## src/rtl/square_pkg.sv

```systemverilog
// Shared constants and state encoding for the square rasteriser.
package square_pkg;
  localparam int COORD_W  = 11;
  localparam int SQ_SIZE  = 20;
  localparam int SCREEN_W = 640;
  localparam int SCREEN_H = 480;

  typedef enum logic [1:0] {
    IDLE  = 2'd0,
    ERASE = 2'd1,
    DRAW  = 2'd2,
    DONE  = 2'd3
  } draw_state_t;
endpackage

```

## src/rtl/square_scan_counter.sv

```systemverilog
// Row-major col/row scan over a SIZE x SIZE square; last flags the final pixel.
module square_scan_counter
  import square_pkg::*;
#(
  parameter int SIZE  = SQ_SIZE,
  parameter int CNT_W = (SIZE > 1) ? $clog2(SIZE) : 1
) (
  input  logic             clk,
  input  logic             reset,
  input  logic             clear,
  input  logic             en,
  output logic [CNT_W-1:0] col,
  output logic [CNT_W-1:0] row,
  output logic             last
);

  localparam logic [CNT_W-1:0] MAX = CNT_W'(SIZE - 1);

  always_ff @(posedge clk or posedge reset) begin
    if (reset) begin
      col <= '0;
      row <= '0;
    end else if (clear) begin
      col <= '0;
      row <= '0;
    end else if (en) begin
      if (col == MAX) begin
        col <= '0;
        row <= (row == MAX) ? '0 : row + 1'b1;
      end else begin
        col <= col + 1'b1;
      end
    end
  end

  assign last = (col == MAX) && (row == MAX);

endmodule

```

## src/rtl/square_drawer.sv

```systemverilog
// Erases the previous square then draws the new one, one pixel write per cycle,
// clipping writes that fall outside the visible screen.
module square_drawer
  import square_pkg::*;
#(
  parameter int SIZE     = SQ_SIZE,
  parameter int SCREEN_W = square_pkg::SCREEN_W,
  parameter int SCREEN_H = square_pkg::SCREEN_H
) (
  input  logic               clk,
  input  logic               reset,
  input  logic               start,
  input  logic [COORD_W-1:0] x_loc,
  input  logic [COORD_W-1:0] y_loc,
  output logic [COORD_W-1:0] pix_x,
  output logic [COORD_W-1:0] pix_y,
  output logic               pix_color,
  output logic               pix_we,
  output logic               busy,
  output logic               done
);

  localparam int CNT_W = (SIZE > 1) ? $clog2(SIZE) : 1;

  draw_state_t        state_reg;
  logic               have_prev_reg;
  logic [COORD_W-1:0] old_x_reg, old_y_reg;
  logic [COORD_W-1:0] new_x_reg, new_y_reg;

  logic [CNT_W-1:0]   col, row;
  logic               last;
  logic               scanning;
  logic [COORD_W-1:0] base_x, base_y;
  logic [COORD_W-1:0] sum_x, sum_y;

  assign scanning = (state_reg == ERASE) || (state_reg == DRAW);

  // Counters are held at zero outside a pass, so every pass starts at (0,0).
  square_scan_counter #(
    .SIZE  (SIZE),
    .CNT_W (CNT_W)
  ) u_scan (
    .clk   (clk),
    .reset (reset),
    .clear (!scanning),
    .en    (scanning),
    .col   (col),
    .row   (row),
    .last  (last)
  );

  always_ff @(posedge clk or posedge reset) begin
    if (reset) begin
      state_reg     <= IDLE;
      have_prev_reg <= 1'b0;
      old_x_reg     <= '0;
      old_y_reg     <= '0;
      new_x_reg     <= '0;
      new_y_reg     <= '0;
    end else begin
      case (state_reg)
        IDLE: begin
          if (start) begin
            new_x_reg <= x_loc;
            new_y_reg <= y_loc;
            state_reg <= have_prev_reg ? ERASE : DRAW;
          end
        end
        ERASE: begin
          if (last) state_reg <= DRAW;
        end
        DRAW: begin
          if (last) begin
            state_reg     <= DONE;
            old_x_reg     <= new_x_reg;
            old_y_reg     <= new_y_reg;
            have_prev_reg <= 1'b1;
          end
        end
        default: state_reg <= IDLE;
      endcase
    end
  end

  assign base_x = (state_reg == ERASE) ? old_x_reg : new_x_reg;
  assign base_y = (state_reg == ERASE) ? old_y_reg : new_y_reg;
  assign sum_x  = base_x + COORD_W'(col);
  assign sum_y  = base_y + COORD_W'(row);

  assign pix_x     = scanning ? sum_x : '0;
  assign pix_y     = scanning ? sum_y : '0;
  assign pix_color = (state_reg == DRAW);
  assign pix_we    = scanning && (sum_x < COORD_W'(SCREEN_W)) && (sum_y < COORD_W'(SCREEN_H));
  assign busy      = (state_reg != IDLE);
  assign done      = (state_reg == DONE);

endmodule

```

## config.mk

```make
export PLATFORM = sky130hd
export DESIGN_NAME = square_drawer
export DESIGN_NICKNAME = d
export VERILOG_FILES = /design/src/rtl/square_pkg.sv /design/src/rtl/square_scan_counter.sv /design/src/rtl/square_drawer.sv
export SDC_FILE = /design/constraint.sdc
export NUM_CORES = 1
export LEC_CHECK = 0
export ABC_AREA = 1
export CELL_PAD_IN_SITES_DETAIL_PLACEMENT = 0
export CELL_PAD_IN_SITES_GLOBAL_PLACEMENT = 1
export CORE_MARGIN = 2
export CORE_UTILIZATION = 46
export CTS_CLUSTER_DIAMETER = 60
export DETAILED_ROUTE_END_ITERATION = 16
export DONT_BUFFER_PORTS = 1
export PLACE_DENSITY_LB_ADDON = 0.15
export SYNTH_ARGS = -nofsm -noshare
export SYNTH_HDL_FRONTEND = slang
export SYNTH_SLANG_ARGS = --single-unit
```

## constraint.sdc

```tcl
create_clock -name clk -period 4.1 [get_ports clk]
set_clock_uncertainty 0.05 [all_clocks]
set_input_delay 0.82 -clock clk [delete_from_list [all_inputs] [get_ports clk]]
set_output_delay 0.82 -clock clk [all_outputs]
set_load 0.03 [all_outputs]
```

# --- After elaboration in Yosys (flattened, before gate mapping) ---
# Index checks and enable logic that the tools add are counted.
word_totals:
  elab_cells: 46
  inputBits: 25
  output_inout_bits: 26
  regBits: 57
classes:
  n_eq_ne: 9
  n_reduce_logical: 9
  addsub: 4
  order_cmp: 2
  muxes: 14
ops:
  columns: ["cell", "n"]
  rows:
  - ["$mux W11", 4]
  - ["$mux W5", 5]
  - ["$add A11 B5 Y11", 2]
  - ["$lt A11 B10 Y1 const B", 1]
  - ["$lt A11 B9 Y1 const B", 1]
  - ["$add A5 B1 Y5 const B", 2]
  - ["$eq A5 B5 Y1 const B", 2]
  - ["$mux W2", 4]
  - ["$pmux W2 S3", 1]
  - ["$eq A2 B2 Y1 const B", 2]
  - ["$ne A2 B1 Y1 const B", 2]
  - ["$ne A2 B2 Y1 const B", 2]
  - ["$reduce_and A2 Y1", 2]
  - ["$logic_and A1 B1 Y1", 3]
  - ["$reduce_and A3 Y1", 1]
  - ["$eq A2 B1 Y1 const B", 1]
  - ["$logic_not A2 Y1", 1]
  - ["$reduce_bool A2 Y1", 1]
  - ["$logic_or A1 B1 Y1", 1]

# --- Logic depth before layout (Yosys ltp) ---
# Gate-level depths: netlist (run 1).
depth:
  word_depth: 6
  mapped_depth: 20
  depth_no_buf: 18

# --- By module ---
# Synthesis (run 1) repeated with hierarchy kept, for this count alone.
unflattened:
  hier_cells: 467
  hier_area_um2: 3454.6
by_module_without_submodules:
  columns: ["module", "cells_each", "area_per_inst_um2", "seq_area_each_um2", "instances"]
  rows:
  - ["square_drawer", 393, 2871.5, 1176.1, 1]
  - ["square_scan_counter", 74, 583.1, 250.2, 1]

# --- Least setup slack after synthesis (run 1) ---
# OpenSTA, ideal clock, no wires.
synth_path:
  path_type: "register -> output"
  from: "register state_reg[1]"
  to: "output port pix_we"
  required_ns: 3.230
  path_stages_with_launch: 21
  t_arrival_ns: 3.003
  n_path_buf: 2
  setup_slack_ns: 0.227
  cell_sequence: "dfrtp_1 > inv_1 > ha_1 > buf_4 > clkbuf_1 > nand2_1 > o21ai_0 > ha_1 > inv_1 > fa_1 > inv_1 > nand3_1 > nand3_1 > nand2_1 > nand2_2 > nand3_2 > nand2_1 > nand2_1 > nand2_1 > nand2_1 > nor2_1"
synth_between:
  elab_chain_len: 6
  word_cells_on_any_way: 11
  cone_classes: "add/sub: 2; order compare: 2; eq/ne: 2; mux: 2; reduce/logical: 3"
synth_lines:
  columns: ["item", "line", "text"]
  rows:
  - ["from (decl)", "square_drawer.sv:25", "draw_state_t state_reg;"]
  - ["from (signal assigned)", "square_drawer.sv:66", "state_reg <= have_prev_reg ? ERASE : DRAW;"]
  - ["$eq A2 B1 Y1", "square_drawer.sv:36, square_drawer.sv:85, square_drawer.sv:86", null]
  - ["$mux W11", "square_drawer.sv:85", "assign base_x = (state_reg == ERASE) ? old_x_reg : new_x_reg;"]
  - ["$add A11 B5 Y11", "square_drawer.sv:87", "assign sum_x = base_x + COORD_W'(col);"]
  - ["$lt A11 B10 Y1", "square_drawer.sv:93", "assign pix_we = scanning && (sum_x < COORD_W'(SCREEN_W)) && (sum_y < COORD_W'(SCREEN_H));"]
  - ["$logic_and A1 B1 Y1", "square_drawer.sv:93", null]
  - ["$logic_and A1 B1 Y1 (*)", "square_drawer.sv:93", null]
  - ["to (decl)", "square_drawer.sv:18", "output logic pix_we,"]
# Every way passes the cells marked *; elsewhere a longest branch is shown, timed or not.

# --- Final worst setup path (run 1) ---
# Same ends and word-level chain as after synthesis.

==> results by group, run 1 <==
Synthesis
  • Yosys reg bits: 57
  • Most common cell in the netlist: nand2_1
  • Mean Syn Cell Area: 7.25 µm²
  • Synth async-reset ratio: 100%
  • Synth area leader: dfrtp_1
  • Post-synth top cells: 125 x nand2_1, 64 x inv_1, 57 x dfrtp_1, 48 x o21ai_0, 46 x nor2_1
  • Top cells by area, synth: dfrtp_1 41%, nand2_1 13%, o21ai_0 6.9%, inv_1 6.9%, a21oi_1 6.5%
  • Syn Inst Count: 481
  • Synth top area share: 40.9%
  • Cell area after synthesis: 3490 µm²
  • Syn_nets: 524
  • Synth warn: 0
  • Number of library cell types mapped by synthesis: 29
  • Seq/Total Area, Yosys: 40.9%
  • Post-synth EDFFs: 0
  • Primary FF master, synth: dfrtp_1

Floorplanning
  • Num ports: 51
  • Die W: 91.1 µm
  • Core area: 7290 µm²
  • Die ar.: 8290 µm²
  • Die height: 91.1 µm
  • Starting Density: 47.8%
  • Row Count: 31

CTS
  • CTS Buf Count: 9
  • CTS sink count: 57
  • Clock root buffer: clkbuf_8
  • CTS tree: yes
  • Latest clock arrival within the worst-skew pair: 0.33 ns
  • Max Root-Sink Buffers: 2
  • Worst-path clk slew: 0.06 ns
  • H-tree depth: 3

Timing
  • Final setup TNS: 0 ns
  • Crit share post-route: 94.0%
  • Tmin final: 3.85 ns
  • Final hold violation count: 0
  • Hold WS: 0.399 ns
  • Final slew viol count: 0
  • F_max: 259 MHz
  • Final setup viols: 0
  • RSZ-0062 raised after global routing: false
  • Slew @ Worst Pin: 0.719 ns
  • Slew margin rel.: 52.0%

Detailed routing
  • WL final: 8020 µm
  • DR iter-0 viols: 174
  • DR vias/cell: 5.01
  • DR pass1 iterations: 5
  • ANT nets after route: 0
  • DRC violations left: 0
  • WL per Instance: 13.1 µm
  • Via Count: 3,055

Critical path
  • Arrival time worst endpoint: 2.98 ns
  • Worst-path fanout max: 12
  • Worst reg2reg path depth: 5
  • Slowest CP cell: fa_1
  • Worst Path Required: 3.23 ns
  • Critical Path, Cell by Cell: inv_2, ha_4, buf_4, o21ai_0, inv_1, fa_1, inv_1, nand3_1, nand2_1, nand2_1, nand2_1, nand4_1, nand2_1, nor2_1, nand2_1, nor2_1, buf_4
  • CP peak stage delay: 0.40 ns
  • CP Capture Type: output pin
  • Reg-to-Reg End: old_x_reg[8]$_DFFE_PP0P_
  • Crit path top cell by count: nand2_1
  • Worst Setup Path Type: reg -> out
  • Setup crit start kind: flip-flop
  • Worst setup path endpoint: pix_we
  • Worst Setup SP: state_reg[1]$_DFFE_PP0P_
  • Worst R2R Start: u_scan.row[0]$_DFFE_PP0P_
  • Setup slack, reg-to-reg: 1.87 ns

Power
  • Pwr/cell area: 865 nW/µm²
  • Design Power: 3430 µW
  • Peak VDD IR: 0.394 mV
  • P_leak: 0.00208 µW

Global routing
  • GRT met1 Usage: 33.7%
  • Total grt overflow: 0
  • Vias in the first global route: 2,753
  • First-pass GRT wire length: 13,500 µm
  • Most Used Layer, Global Route: met1
  • Overall global routing resource usage: 20.4%
  • Met2 track demand over resource: 26.4%
  • Met3 Use GR: 4.23%
  • Largest net degree at the start of global routing: 46
  • Initial antenna violation count: 0

Cells and area
  • Area growth, synth to finish: 13.7%
  • Layout cell share with drive strength beyond 1: 12.9%
  • # fillers: 733
  • Design Area, Final: 3960 µm²
  • Antenna diodes: 0
  • Layout Nets: 549

Hold path
  • Hold crit path type: in -> async

Job
  • Max Cap Viol: 0

Placement
  • Hpwl dp: 6070 µm
  • Buffers on Ports: 0
  • Placement Cell Area: 3740 µm²
  • Routability Congestion: 0.815

Outcome
  • Outcome: finished, final reports clean
worst max-delay path: cells and delay by family, from the launching register on:
kind	cells	cell delay (ns)
fa+ha+maj	2	0.58
flops	1	0.38
compound gates	1	0.34
buf+inv	5	0.65
simple gates	9	0.72
metrics by stage:
stage          utilization (%)  setup WS, ns  instances
5_1_grt                   54.4        0.0322        610
3_5_place_dp              51.3         0.259        592
6_report                  54.4         0.246        610
3_3_place_gp              51.3         0.407        592
4_1_cts                   54.0        0.0435        608
2_1_floorplan                -         0.227        481
cell usage in the layout (no fill, tap or decap), types with 2 or more instances in the layout:
cell	synthesis	layout
o21ai_2	3	3
a21oi_1	45	45
nand2_1	125	125
nand3_2	3	3
clkbuf_8	0	13
inv_2	1	3
fa_1	2	2
nand3b_1	2	2
nand4_1	7	7
o21ai_0	48	46
nand2_2	7	7
inv_1	64	62
nor2_2	3	3
xor2_1	5	5
ha_1	16	14
nand3_1	22	22
o21ai_1	1	3
dfrtp_1	57	57
clkinv_2	0	2
nor2_1	46	46
buf_4	1	30
area by class of cell:
class | instances | area (µm²) | area share (%)
clock inverters | 2 | 10.0 | 0.253
inverters | 66 | 248 | 6.25
flip-flops and latches | 57 | 1430 | 36.0
repair buffers | 30 | 225 | 5.68
clock buffers | 14 | 183 | 4.61
well taps | 99 | 124 | 3.13
multi-input cells | 342 | 1750 | 44.1
metal layers:
| metal | vias up | part of all wire [%] |
|---|---|---|
| met5 | - | 0 |
| met4 | 0 | 1.0 |
| met3 | 8 | 5.6 |
| met2 | 82 | 39 |
| met1 | 1375 | 54 |
| li1 | 1590 | - |
power by group:
part | total (µW) | internal [µW] | switching (µW)
sequential | 745 | 687 | 58.4
combinational | 2190 | 689 | 1500
clock | 492 | 284 | 208
total | 3430 | 1660 | 1770
timing repair:
| item | in CTS | in global routing |
|---|---|---|
| hold buffers | 0 | 0 |
| buffers inserted | 0 | 2 |
| setup endpoints to repair | 1 | 2 |
| resized for setup | 1 | 5 |
cells by family after synthesis:
kind of cell | count (synthesis) | synth area share [%]
flip-flops | 57 | 40.9
buffers and inverters | 82 | 9.37
AO/OA/AOI/OAI | 101 | 15.1
adder cells (fa/ha/maj) | 18 | 6.89
XOR/XNOR | 5 | 1.26
AND/OR/NAND/NOR | 218 | 26.4
worst min path at each step:
stage | startpoint | to | slack [ns] | cells past startpoint
finish | reset | new_y_reg[0]$_DFFE_PP0P_ | 0.40 | 1
global route | reset | new_y_reg[2]$_DFFE_PP0P_ | 0.45 | 1
CTS | reset | new_y_reg[7]$_DFFE_PP0P_ | 0.42 | 1
detailed placement | old_x_reg[10]$_DFFE_PP0P_ | old_x_reg[10]$_DFFE_PP0P_ | 0.42 | 2
global placement | old_y_reg[10]$_DFFE_PP0P_ | old_y_reg[10]$_DFFE_PP0P_ | 0.41 | 2
floorplan | old_y_reg[10]$_DFFE_PP0P_ | old_y_reg[10]$_DFFE_PP0P_ | 0.40 | 2
Power figures use the tool's default switching activity.
==> run 2: changes to the inputs <==
--- a/config.mk
+++ b/config.mk
@@ -5,15 +5,15 @@
 export SDC_FILE = /design/constraint.sdc
 export NUM_CORES = 1
 export LEC_CHECK = 0
-export ABC_AREA = 1
 export CELL_PAD_IN_SITES_DETAIL_PLACEMENT = 0
 export CELL_PAD_IN_SITES_GLOBAL_PLACEMENT = 1
 export CORE_MARGIN = 2
-export CORE_UTILIZATION = 46
+export CORE_UTILIZATION = 50
 export CTS_CLUSTER_DIAMETER = 60
 export DETAILED_ROUTE_END_ITERATION = 16
 export DONT_BUFFER_PORTS = 1
 export PLACE_DENSITY_LB_ADDON = 0.15
+export SKIP_CTS_REPAIR_TIMING = 1
 export SYNTH_ARGS = -nofsm -noshare
 export SYNTH_HDL_FRONTEND = slang
 export SYNTH_SLANG_ARGS = --single-unit
==> results by group, run 2 <==
Power
  • Pwr/cell area: 798 nW/µm² (-7.8%)
  • Peak VDD IR: 0.357 mV (-9.4%)
  • P_leak: 0.00185 µW (-11%)

CTS
  • Max Root-Sink Buffers: 2 (unchanged)
  • H-tree depth: 3 (unchanged)
  • Worst-path clk slew: 0.07 ns (about the same)
  • Clock root buffer: clkbuf_8
  • CTS Buf Count: 9 (unchanged)
  • CTS sink count: 57 (unchanged)
  • Latest clock arrival within the worst-skew pair: 0.33 ns (about the same)
  • CTS tree: yes

Timing
  • Final hold violation count: 0 (unchanged)
  • Post-route setup slack: -0.0756 ns (-0.322 ns)
  • RSZ-0062 raised after global routing: true
  • Final slew viol count: 0 (unchanged)
  • Final setup viols: 1 (+1)
  • Tmin final: 4.18 ns (+0.322 ns)
  • F_max: 239 MHz (-7.7%)
  • Slew @ Worst Pin: 0.941 ns (+0.222 ns)
  • Slew margin rel.: 37.1% (-15 points)
  • Crit share post-route: 102% (+7.8 points)

Synthesis
  • Syn Inst Count: 312 (-35%)
  • Synth async-reset ratio: 100% (unchanged)
  • Top cells by area, synth: dfrtp_1 42%, mux2_2 18%, ha_1 5.9%, nor2_1 3.3%, mux2i_1 3.2%
  • Cell area after synthesis: 3410 µm² (-2.1%)
  • Mean Syn Cell Area: 10.9 µm² (+51%)
  • Primary FF master, synth: dfrtp_1
  • Number of library cell types mapped by synthesis: 48 (+66%)
  • Seq/Total Area, Yosys: 41.8% (+0.87 points)
  • Synth top area share: 41.8% (+0.87 points)
  • Syn_nets: 355 (-32%)
  • Synth warn: 0 (unchanged)
  • Post-synth EDFFs: 0 (unchanged)
  • Yosys reg bits: 57 (unchanged)
  • Synth area leader: dfrtp_1
  • Most common cell in the netlist: dfrtp_1
  • Post-synth top cells: 57 x dfrtp_1, 55 x mux2_2, 30 x nor2_1, 16 x ha_1, 16 x o21ai_0

Detailed routing
  • DR vias/cell: 5.60 (+12%)
  • Via Count: 2,470 (-19%)
  • DR iter-0 viols: 66 (-62%)
  • DRC violations left: 0 (unchanged)
  • WL per Instance: 15.8 µm (+20%)
  • WL final: 6950 µm (-13%)
  • ANT nets after route: 0 (unchanged)
  • DR pass1 iterations: 4 (-1)

Critical path
  • Worst Setup SP: state_reg[1]$_DFFE_PP0P_
  • Setup crit start kind: flip-flop
  • Reg-to-Reg End: old_x_reg[4]$_DFFE_PP0P_
  • Worst Path Required: 3.23 ns (about the same)
  • Arrival time worst endpoint: 3.31 ns (+0.33 ns)
  • Worst setup path endpoint: pix_we
  • Setup slack, reg-to-reg: 1.85 ns (-0.02 ns)
  • Worst Setup Path Type: reg -> out
  • CP Capture Type: output pin
  • Worst-path fanout max: 5 (-7)
  • Worst reg2reg path depth: 5 (unchanged)
  • Worst R2R Start: u_scan.col[0]$_DFF_PP0_

Floorplanning
  • Row Count: 30 (-3.2%)
  • Num ports: 51 (unchanged)
  • Die ar.: 7500 µm² (-9.5%)
  • Die W: 86.6 µm (-4.9%)
  • Die height: 86.6 µm (-4.9%)
  • Core area: 6680 µm² (-8.4%)
  • Starting Density: 51.1% (+3.3 points)

Cells and area
  • Most frequent cells in the layout: 56 x dfrtp_1, 53 x mux2_2, 41 x buf_4
  • Layout Nets: 400 (-27%)
  • Antenna diodes: 0 (unchanged)
  • Non-Filler Instances: 441 (-28%)
  • Layout cell share with drive strength beyond 1: 39.6% (+27 points)
  • Design Area, Final: 4110 µm² (+3.7%)
  • Area growth, synth to finish: 20.4%
  • # fillers: 590 (-20%)
  • Commonest non-fill, non-tap cell in the layout: dfrtp_1

Placement
  • DP Cell Count: 411 (-31%)
  • Placement Cell Area: 3660 µm² (-2.1%)
  • Routability Congestion: 0.808 (-0.92%)
  • Hpwl dp: 4810 µm (-21%)
  • Buffers on Ports: 0 (unchanged)

Hold path
  • Hold crit path type: in -> async

Outcome
  • Violations in the final reports: setup timing
  • Outcome: finished with violations

Global routing
  • Largest net degree at the start of global routing: 32 (-30%)
  • Overall global routing resource usage: 19.5% (-0.90 points)
  • First-pass GRT wire length: 11,300 µm (-17%)
  • Vias in the first global route: 2,351 (-15%)
  • Initial antenna violation count: 0 (unchanged)
  • Total grt overflow: 0 (unchanged)

Job
  • Max Cap Viol: 0 (unchanged)
[run 2: worst max-delay path: stages (launching register included)]
cell	delay, ns
dfrtp_1	0.40
inv_2	0.10
ha_4	0.16
buf_6	0.12
mux2_2	0.33
ha_2	0.19
inv_2	0.06
fa_2	0.20
nor2b_2	0.05
o31a_1	0.35
o21ai_2	0.23
xnor2_2	0.16
nand3_2	0.12
nor4_4	0.32
buf_6	0.17
[run 2: per-stage QoR]
| stage | TNS, ns | hold WS [ns] | total power (µW) | setup slack, ns | util [%] |
|---|---|---|---|---|---|
| 2_1_floorplan | 0 | 0.390 | 2090 | 0.0164 | - |
| 3_3_place_gp | 0 | 0.413 | 2550 | 0.225 | 54.8 |
| 3_5_place_dp | 0 | 0.412 | 2560 | 0.118 | 54.8 |
| 4_1_cts | -0.424 | 0.389 | 3110 | -0.267 | 57.7 |
| 5_1_grt | -0.308 | 0.421 | 3510 | -0.247 | 61.5 |
| 6_report | -0.0756 | 0.373 | 3280 | -0.0756 | 61.5 |
[run 2: kinds of logic after synthesis]
| family | Yosys count | synth area share, % |
|---|---|---|
| and+or+nand+nor | 79 | 11.9 |
| muxes | 67 | 21.7 |
| DFF | 57 | 41.8 |
| AOI/OAI and AO/OA | 53 | 10.2 |
| buffers and inverters | 24 | 3.85 |
| adders and majority gates | 18 | 7.04 |
| xor gates and xnor gates | 14 | 3.59 |
[run 2: area by class of cell]
class	instances	area, µm²	area share (%)
Timing Repair Buffer	44	345	8.40
Multi-Input combinational cell	231	1990	48.4
Inverter	14	52.6	1.28
Tap cell	80	100	2.44
Clock inverter	3	40.0	0.974
Sequential cell	57	1430	34.7
Clock buffer	12	155	3.78
[run 2: how the worst min path moves through the flow]
stage,start,to,slack (ns)
after floorplan,have_prev_reg$_DFFE_PP0P_,have_prev_reg$_DFFE_PP0P_,0.39
after global placement,have_prev_reg$_DFFE_PP0P_,have_prev_reg$_DFFE_PP0P_,0.41
after detailed placement,have_prev_reg$_DFFE_PP0P_,have_prev_reg$_DFFE_PP0P_,0.41
after CTS,reset,old_x_reg[7]$_DFFE_PP0P_,0.39
after global routing,reset,old_x_reg[7]$_DFFE_PP0P_,0.42
final,reset,old_x_reg[7]$_DFFE_PP0P_,0.37
[run 2: per-layer routing]
metal	GRT usage (%)	wire length, µm	share of wire [%]	up-vias
met5	0	0	0	-
met4	7.67	115	1.7	0
met3	4.19	230	3.3	10
met2	32.6	3500	50	53
met1	24.7	3110	45	1199
li1	-	-	-	1208
[run 2: power breakdown]
part           leakage (µW)  switching, µW  total, µW  internal (µW)
clock network      0.000102            226        534            309
logic               0.00101           1090       1930            839
registers          0.000741            116        815            699
